### src/rtl/hex_frame_tx.sv
// Frame of N_WORDS words -> uppercase hex ASCII over 8N1 UART (SEP between words, CR end; LF too with HEX_FRAME_TX_LF_EN).
// Latency: start bit one clk after accept, done after C*10*CLK_DIV clks; one frame in flight, frame_valid ignored until frame_ready.
module hex_frame_tx #(
   parameter int         CLK_DIV   = 434,
   parameter int         WORD_BITS = 32,
   parameter int         N_WORDS   = 4,
   parameter logic [7:0] SEP_CHAR  = 8'h20
) (
   input  logic                           clk,
   input  logic                           rst_n,
   input  logic [N_WORDS*WORD_BITS-1:0]   frame_data,
   input  logic                           frame_valid,
   output logic                           frame_ready,
   output logic                           busy,
   output logic                           done,
   output logic                           tx
);

   localparam int N_NIB = WORD_BITS / 4;
   localparam int DIV_W = $clog2(CLK_DIV);
   localparam int NIB_W = (N_NIB > 1) ? $clog2(N_NIB) : 1;
   localparam int WRD_W = (N_WORDS > 1) ? $clog2(N_WORDS) : 1;
   localparam int IDX_W = $clog2(N_WORDS * WORD_BITS);

   localparam logic [DIV_W-1:0] DIV_LAST = DIV_W'(CLK_DIV - 1);
   localparam logic [NIB_W-1:0] NIB_TOP  = NIB_W'(N_NIB - 1);
   localparam logic [WRD_W-1:0] WRD_LAST = WRD_W'(N_WORDS - 1);

   typedef enum logic [2:0] {
      S_IDLE,
      S_START,
      S_DATA,
      S_STOP,
      S_DONE
   } state_t;

   typedef enum logic [1:0] {
      C_NIB,
      C_SEP,
`ifdef HEX_FRAME_TX_LF_EN
      C_CR,
      C_LF
`else
      C_CR
`endif
   } sel_t;

   state_t                         state_q, state_d;
   sel_t                           sel_q;
   logic [DIV_W-1:0]               div_q;
   logic [2:0]                     bit_q;
   logic [NIB_W-1:0]               nib_q;
   logic [WRD_W-1:0]               wrd_q;
   logic [N_WORDS*WORD_BITS-1:0]   data_q;
   logic                           tx_q;

   logic                           accept;
   logic                           div_wrap;
   logic                           last_char;
   logic                           line_d;
   logic [IDX_W-1:0]               nib_base;
   logic [3:0]                     nibble;
   logic [7:0]                     hex_char;
   logic [7:0]                     cur_char;

   assign div_wrap = (div_q == DIV_LAST);
   assign accept   = frame_valid && frame_ready;
   assign tx       = tx_q;

`ifdef HEX_FRAME_TX_LF_EN
   assign last_char = (sel_q == C_LF);
`else
   assign last_char = (sel_q == C_CR);
`endif

   // Character currently being shifted out, chosen by the selector.
   always_comb begin
      nib_base = IDX_W'(int'(wrd_q) * WORD_BITS + int'(nib_q) * 4);
      nibble   = data_q[nib_base +: 4];
      hex_char = (nibble < 4'd10) ? (8'h30 + {4'h0, nibble})
                                  : (8'h37 + {4'h0, nibble});
      cur_char = 8'h0D;
      case (sel_q)
         C_NIB:   cur_char = hex_char;
         C_SEP:   cur_char = SEP_CHAR;
         C_CR:    cur_char = 8'h0D;
`ifdef HEX_FRAME_TX_LF_EN
         C_LF:    cur_char = 8'h0A;
`endif
         default: cur_char = 8'h0D;
      endcase
   end

   always_ff @(posedge clk or negedge rst_n) begin
      if (!rst_n) begin
         state_q <= S_IDLE;
      end else begin
         state_q <= state_d;
      end
   end

   always_comb begin
      state_d     = state_q;
      frame_ready = 1'b0;
      busy        = 1'b0;
      done        = 1'b0;
      line_d      = 1'b1;
      case (state_q)
         S_IDLE: begin
            frame_ready = 1'b1;
            if (accept) state_d = S_START;
         end
         S_START: begin
            busy   = 1'b1;
            line_d = 1'b0;
            if (div_wrap) state_d = S_DATA;
         end
         S_DATA: begin
            busy   = 1'b1;
            line_d = cur_char[bit_q];
            if (div_wrap && (bit_q == 3'd7)) state_d = S_STOP;
         end
         S_STOP: begin
            busy = 1'b1;
            if (div_wrap) state_d = last_char ? S_DONE : S_START;
         end
         S_DONE: begin
            // Ready again here so a waiting frame follows after a single idle clk.
            frame_ready = 1'b1;
            done        = 1'b1;
            state_d     = accept ? S_START : S_IDLE;
         end
         default: state_d = S_IDLE;
      endcase
   end

   // The line is registered, so tx trails the state register by one clk.
   always_ff @(posedge clk or negedge rst_n) begin
      if (!rst_n) begin
         tx_q   <= 1'b1;
         div_q  <= '0;
         bit_q  <= '0;
         nib_q  <= '0;
         wrd_q  <= '0;
         sel_q  <= C_NIB;
         data_q <= '0;
      end else begin
         tx_q <= line_d;
         if (accept) begin
            data_q <= frame_data;
            sel_q  <= C_NIB;
            nib_q  <= NIB_TOP;
            wrd_q  <= '0;
            div_q  <= '0;
            bit_q  <= '0;
         end else if (busy) begin
            div_q <= div_wrap ? '0 : div_q + 1'b1;
            if (div_wrap && (state_q == S_DATA)) begin
               bit_q <= bit_q + 3'd1;
            end
            if (div_wrap && (state_q == S_STOP)) begin
               case (sel_q)
                  C_NIB: begin
                     if (nib_q == '0) begin
                        sel_q <= (wrd_q == WRD_LAST) ? C_CR : C_SEP;
                     end else begin
                        nib_q <= nib_q - 1'b1;
                     end
                  end
                  C_SEP: begin
                     sel_q <= C_NIB;
                     nib_q <= NIB_TOP;
                     wrd_q <= wrd_q + 1'b1;
                  end
`ifdef HEX_FRAME_TX_LF_EN
                  C_CR:    sel_q <= C_LF;
`endif
                  default: sel_q <= sel_q;
               endcase
            end
         end
      end
   end

endmodule
### config.mk
export PLATFORM = sky130hd
export DESIGN_NAME = hex_frame_tx
export DESIGN_NICKNAME = d
export VERILOG_FILES = /design/src/rtl/hex_frame_tx.sv
export SDC_FILE = /design/constraint.sdc
export NUM_CORES = 1
export LEC_CHECK = 0
export ABC_CLOCK_PERIOD_IN_PS = 3500
export BUFFER_PORTS_ARGS = -buffer_cell sky130_fd_sc_hd__buf_4
export CAP_MARGIN = 20
export CORE_ASPECT_RATIO = 0.7
export CORE_MARGIN = 1
export CORE_UTILIZATION = 54
export DETAILED_ROUTE_END_ITERATION = 7
export PLACE_DENSITY = 0.78
export SLEW_MARGIN = 5
export SYNTH_ARGS = -nofsm -noshare
export SYNTH_HDL_FRONTEND = slang
export SYNTH_SLANG_ARGS = --single-unit
export TNS_END_PERCENT = 50
### constraint.sdc
create_clock -name clk -period 3.5 [get_ports clk]
set_clock_uncertainty 0.15 [all_clocks]
set_input_delay 0.35 -clock clk [delete_from_list [all_inputs] [get_ports clk]]
set_output_delay 0.35 -clock clk [all_outputs]
set_load 0.02 [all_outputs]
# Yosys cells after proc, flatten, opt, wreduce, memory -nomap -nowiden
# Index checks and enable logic that the tools add are counted.
# totals
latchBits	0
regBits	151
mem_bits_rw	0
n_memories	0
out_inout_bits	4
romBits	0
# op_classes
eq_ne	15
n_mux	36
n_div	0
addsub	7
n_lt_le_gt_ge	2
n_reduce_logical	19
shift	1
bitwise	0
n_mul	0
# op_table
op	n
128-bit by 8-bit indexed part select with 4-bit output	1
3-bit 2-to-1 mux	12
9-bit 2-to-1 mux	3
2-bit 2-to-1 mux	9
3-bit one-hot mux with 5 select lines	1
6-bit by 4-bit adder with 7-bit output (first input constant)	2
7-bit one-hot mux with 2 select lines	1
4-bit AND reduction	3
9-bit by 1-bit adder with 9-bit output (second input constant)	1
9-bit equality test (second input constant)	1
2-bit != test (second input constant)	4
2-bit nonzero test	4
7-bit by 5-bit adder with 7-bit output	1
7-bit 2-to-1 mux	1
3-bit by 2-bit equality test with 1-bit output (second input constant)	2
3-bit equality test (second input constant)	2
3-bit logical NOT	2
3-bit != test (second input constant)	2
3-bit one-hot mux with 2 select lines	1
1-bit 2-to-1 mux	5
2-bit equality test (second input constant)	2
1-bit logical AND	4
3-bit by 4-bit < comparator with 1-bit output (second input constant)	1
4-bit < comparator (second input constant)	1
other kinds (14)	14

# Depth between registers and ports, before layout
# logic_depth
ltp_word	8
ltp_mapped	14
depth_no_buf	11

# Least setup slack after synthesis
# No wires, ideal clock.
# synth_timing
kind	register to register
start	register nib_q[0]
end	register tx_q, in the netlist tx
n_path_buf	2
path_stages_with_launch	12
required_time_ns	3.290
arrival_ns	2.719
setup_slack_ns	0.571
cell_sequence	dfrtp_1 buf_2 buf_6 mux4_2 mux4_2 mux2i_2 ha_1 nor2b_1 mux2i_1 o32a_1 a221oi_1 a2111o_1
# synth_via
elab_chain_len	8
elab_cells_between_ends	10
# synth_lines
item	line_no	text
from (decl)	52	logic [NIB_W-1:0] nib_q;
from (signal assigned)	167	nib_q <= nib_q - 1'b1;
7-bit by 5-bit adder with 7-bit output *	78	nib_base = IDX_W'(int'(wrd_q) * WORD_BITS + int'(nib_q) * 4);
128-bit by 8-bit indexed part select with 4-bit output *	79	nibble = data_q[nib_base +: 4];
6-bit by 4-bit adder with 7-bit output, or another cell as far along	81	: (8'h37 + {4'h0, nibble});
7-bit 2-to-1 mux *	80	hex_char = (nibble < 4'd10) ? (8'h30 + {4'h0, nibble})
7-bit one-hot mux with 2 select lines *	83	case (sel_q)
1-bit binary-select mux with 3-bit select *	120	line_d = cur_char[bit_q];
1-bit 2-to-1 mux (not written as such) *	120	
1-bit one-hot mux with 2 select lines *	108	case (state_q)
via line_d	60	logic line_d;
to (signal assigned)	148	tx_q <= line_d;
to (decl)	55	logic tx_q;
# The timed path passes the listed nets; every way through them passes the cells marked *. The select of a mux whose other input is x is not followed.
# A chain may end at the register's enable or synchronous reset.

# Final worst setup path
# layout_timing
start	register nib_q[1]
end	register tx_q, in the netlist tx
# Same word-level chain as after synthesis.

==> flow_summary_export.csv <==
group,metric,value,unit
status,status,"finished, final reports clean",
finish,nets,1199,
power,vdd_ir_drop_max,0.461,mV
routing,met3_length,1450,um
routing,topRoutingLayerUsed,"met4",
clock_tree,cts.sinks,151,
clock_tree,worstSkewPairLatency,0.43,ns
finish,final_cell_count_no_fill,1239,
sta,final-setup-viol-count,0,
placement,dpl.hpwl,12600,um
critical_path,worst-path-stages,9,
placement,place_inst,1093,
sta,fin_crit_sh,0.920,
floorplanning,dieHeight,99.1,um
routing,wl_met1,9180,um
synth,syn_inst,827,
critical_path,max_stage_delay,0.66,ns
critical_path,cp.arrival,3.41,ns
clock_tree,cts_root_buf,"clkbuf_16",
placement,gp_congestion,0.882,
global_routing,grt_pass1_wl,33200,um
synth,synth_edf_count,0,
synth,synth_area_leaders,"dfrtp_1 52%, nand2_1 21%, mux2i_1 7.0%",
sta,timing.setup.tns,0,ns
sta,timing.slew.headroom,0.476,
power,p_seq_frac,0.389,
power,power_leakage,5.34,nW
clock_tree,clkTransAtPathRegs,0.06,ns
power,power.density,802,mW/mm2
power,p_int,0.00498,W
routing,ant_nets,0,
global_routing,grt_usage,0.312,
synth,yosysWarningCount,0,
finish,antennaDiodeCount,0,
clock_tree,cts_made_buffers,17,
clock_tree,post_cts_buffers,0,
job,drv_cap,0,
critical_path,path_delay_family,"compound AO/OA/AOI/OAI gates",
global_routing,grt_pass1_vias,6639,
critical_path,endpoint_kind,"flip-flop",
clock_tree,cts.path.max_buffers,2,
clock_tree,cts_tree,"yes",
finish,final_util,0.772,
sta,period_minus_slack,3.22,ns
clock_tree,h-tree-depth,4,
floorplanning,std_cell_rows,35,
power,p_switching,0.00315,W
routing,wl_per_cell,16.6,um
floorplanning,initial_core_util,0.553,
synth,avgSynthCellArea,8.79,um2
sta,rsz0062_at_grt,"false",
critical_path,slowest_stage,"dfrtp_1",
floorplanning,die_x,141,um
critical_path,start_kind,"flip-flop",
critical_path,path_buf_inv,0,
synth,syn-cell-area,0.00727,mm2
placement,dpl_cell_area,0.00843,mm2
finish,fin_area,0.0101,mm2
routing,first_iter_violations,490,
floorplanning,die_area,0.0139,mm2
power,switching_share,0.387,
synth,synth_nets,966,
power,power_frac_clock,0.221,
global_routing,antenna_found_initial,0,
sta,tightestPinTransition,0.778,ns
synth,netlist.area_leader.share,0.516,
routing,wirelength,20500,um
critical_path,ff2ff_setup_slack,0.28,ns
routing,via_count,6693,
routing,drcViolationCount,0,
global_routing,grt-ovfl-total,0,
critical_path,crit_type,"flip-flop to flip-flop",
critical_path,cp_max_fo,14,
synth,yosysSeqAreaShare,0.520,
floorplanning,core_area,0.0131,mm2
sta,hold_viol,0,
routing,via_per_inst,5.40,
power,total_power,0.00813,W
placement,port_buffers,134,
global_routing,grt_max_degree,74,
synth,synth_top_area_cell,"dfrtp_1",
clock_tree,postCtsResizedCells,0,
floorplanning,io_pins,135,
sta,maxSlewViolCount,0,
finish,fillerInstances,866,
power,comb_power_share,0.390,
critical_path,path_cells,"and2_1 -> a22oi_1 -> nand2_1 -> o22ai_1 -> a211oi_1 -> a21oi_1 -> xor2_1 -> a221oi_1 -> a2111o_1",
sta,max_freq,311,MHz
min_path,hp-class,"primary input to flip-flop",
finish,area_growth,39.6,%
routing,dr.pass1.iters,6,
critical_path,r2r_cells,9,
synth,synth_cell_types,47,
critical_path,worst_ep_required_time,3.68,ns
routing,wl_met2,9430,um
finish,drive_above_1_share,0.184,
min_path,hold_depth,3,
synth,synthArstFlopShare,1.00,
synth,ys_seq_elements,151,
synth,ys.flop_type,"dfrtp_1",
==> worst register-to-register path, delay by kind of cell (launching register included) <==
kind / cells / cell delay, ns
AOI/OAI and AO/OA: 6 / 1.42
DFF: 1 / 0.66
xor gates and xnor gates: 1 / 0.21
and+or+nand+nor: 2 / 0.70
==> path summary, 6_finish.rpt <==
kind | to | startpoint
worst max register to register | tx | nib_q[1]
worst min register to register | data_q[9] | data_q[9]
worst max-delay path | tx | nib_q[1]
max in group asynchronous | data_q[117] | rst_n
worst min-delay path | data_q[33] | frame_data[33]
min in group asynchronous | data_q[36] | rst_n
==> cell usage after synthesis, types with 3 or more instances <==
cell type    n
nor2b_1      5
o21ai_0     14
ha_1         8
nand3_1      8
mux4_2      10
mux2i_1     51
nand2_1    409
o21a_1       3
a21oi_1     11
nor2_1      26
inv_1       10
nand2b_1     5
a31oi_1      5
a22oi_1     20
nor3_1       3
buf_2        3
o22ai_1      5
buf_1        6
dfrtp_1    150
clkbuf_1    33
a22o_1       3
buf_4        4
and2_1       3
==> cells in the final DEF, fill, tap and decap left out, types with 3 or more instances in the layout <==
| cell | n |
|---|---|
| o22ai_1 | 5 |
| dfrtp_1 | 149 |
| mux2i_1 | 51 |
| nor3_1 | 3 |
| o21ai_0 | 14 |
| dlygate4sd3_1 | 114 |
| mux4_2 | 10 |
| a22oi_1 | 20 |
| clkinvlp_4 | 4 |
| a31oi_1 | 5 |
| nand2_1 | 408 |
| nand3_1 | 8 |
| a22o_1 | 3 |
| nor2_1 | 26 |
| inv_1 | 10 |
| inv_6 | 6 |
| o21a_1 | 3 |
| buf_12 | 3 |
| ha_1 | 8 |
| nand2b_1 | 5 |
| clkbuf_16 | 17 |
| a21oi_1 | 11 |
| buf_4 | 144 |
| nor2b_1 | 5 |
==> power groups by stage <==
stage          clock [W]  combinational (W)  sequential (W)
2_1_floorplan          0            0.00235         0.00288
3_3_place_gp           0            0.00286         0.00317
3_5_place_dp           0            0.00299         0.00317
4_1_cts          0.00181            0.00312         0.00315
5_1_grt          0.00189            0.00351         0.00326
6_report         0.00180            0.00317         0.00317
==> cells by family after synthesis <==
kind of cell / after synthesis / share of synthesized area
AOI/OAI and AO/OA: 76 / 0.0713
xor gates and xnor gates: 4 / 0.00482
and+or+nand+nor: 468 / 0.252
muxes: 62 / 0.103
DFF: 151 / 0.520
buffers and inverters: 58 / 0.0346
adders and majority gates: 8 / 0.0138
==> layout make-up <==
class,count,area [um2],share of cell area
Inverter,10,37.5,0.00370
Clock inverter,14,138,0.0136
Clock buffer,18,439,0.0433
Tap cell,166,208,0.0205
Multi-Input combinational cell,618,3250,0.320
Timing Repair Buffer,262,2290,0.226
Sequential cell,151,3780,0.373
==> stage by stage <==
stage | worst slack [ns] | hold slack (ns)
detailed placement | 0.372 | 0.228
CTS | 0.325 | 0.000274
global placement | 0.505 | 0.225
global route | 0.104 | 0.00448
finish | 0.280 | 0.00918
floorplan | 0.571 | -0.0956
==> sequential cells by signal, summed over array words and instances, names as in the netlist <==
| signal | cells |
|---|---|
| div_q | 9 |
| wrd_q | 2 |
| state_q | 3 |
| nib_q | 3 |
| data_q | 128 |
| sel_q | 2 |
| bit_q | 3 |
| tx | 1 |
==> routing by layer <==
metal  track usage  vias to the layer above
met5             0                        -
met4         0.116                        0
met3        0.0603                       50
met2         0.485                      303
met1         0.440                     3165
li1              -                     3175
==> what timing repair did <==
item | 4_1_cts | 5_1_grt
endpoints found under the hold margin | 174 | 1
hold buffers | 113 | 1
endpoints found under the setup margin | 0 | 0
Power figures use the tool's default switching activity.
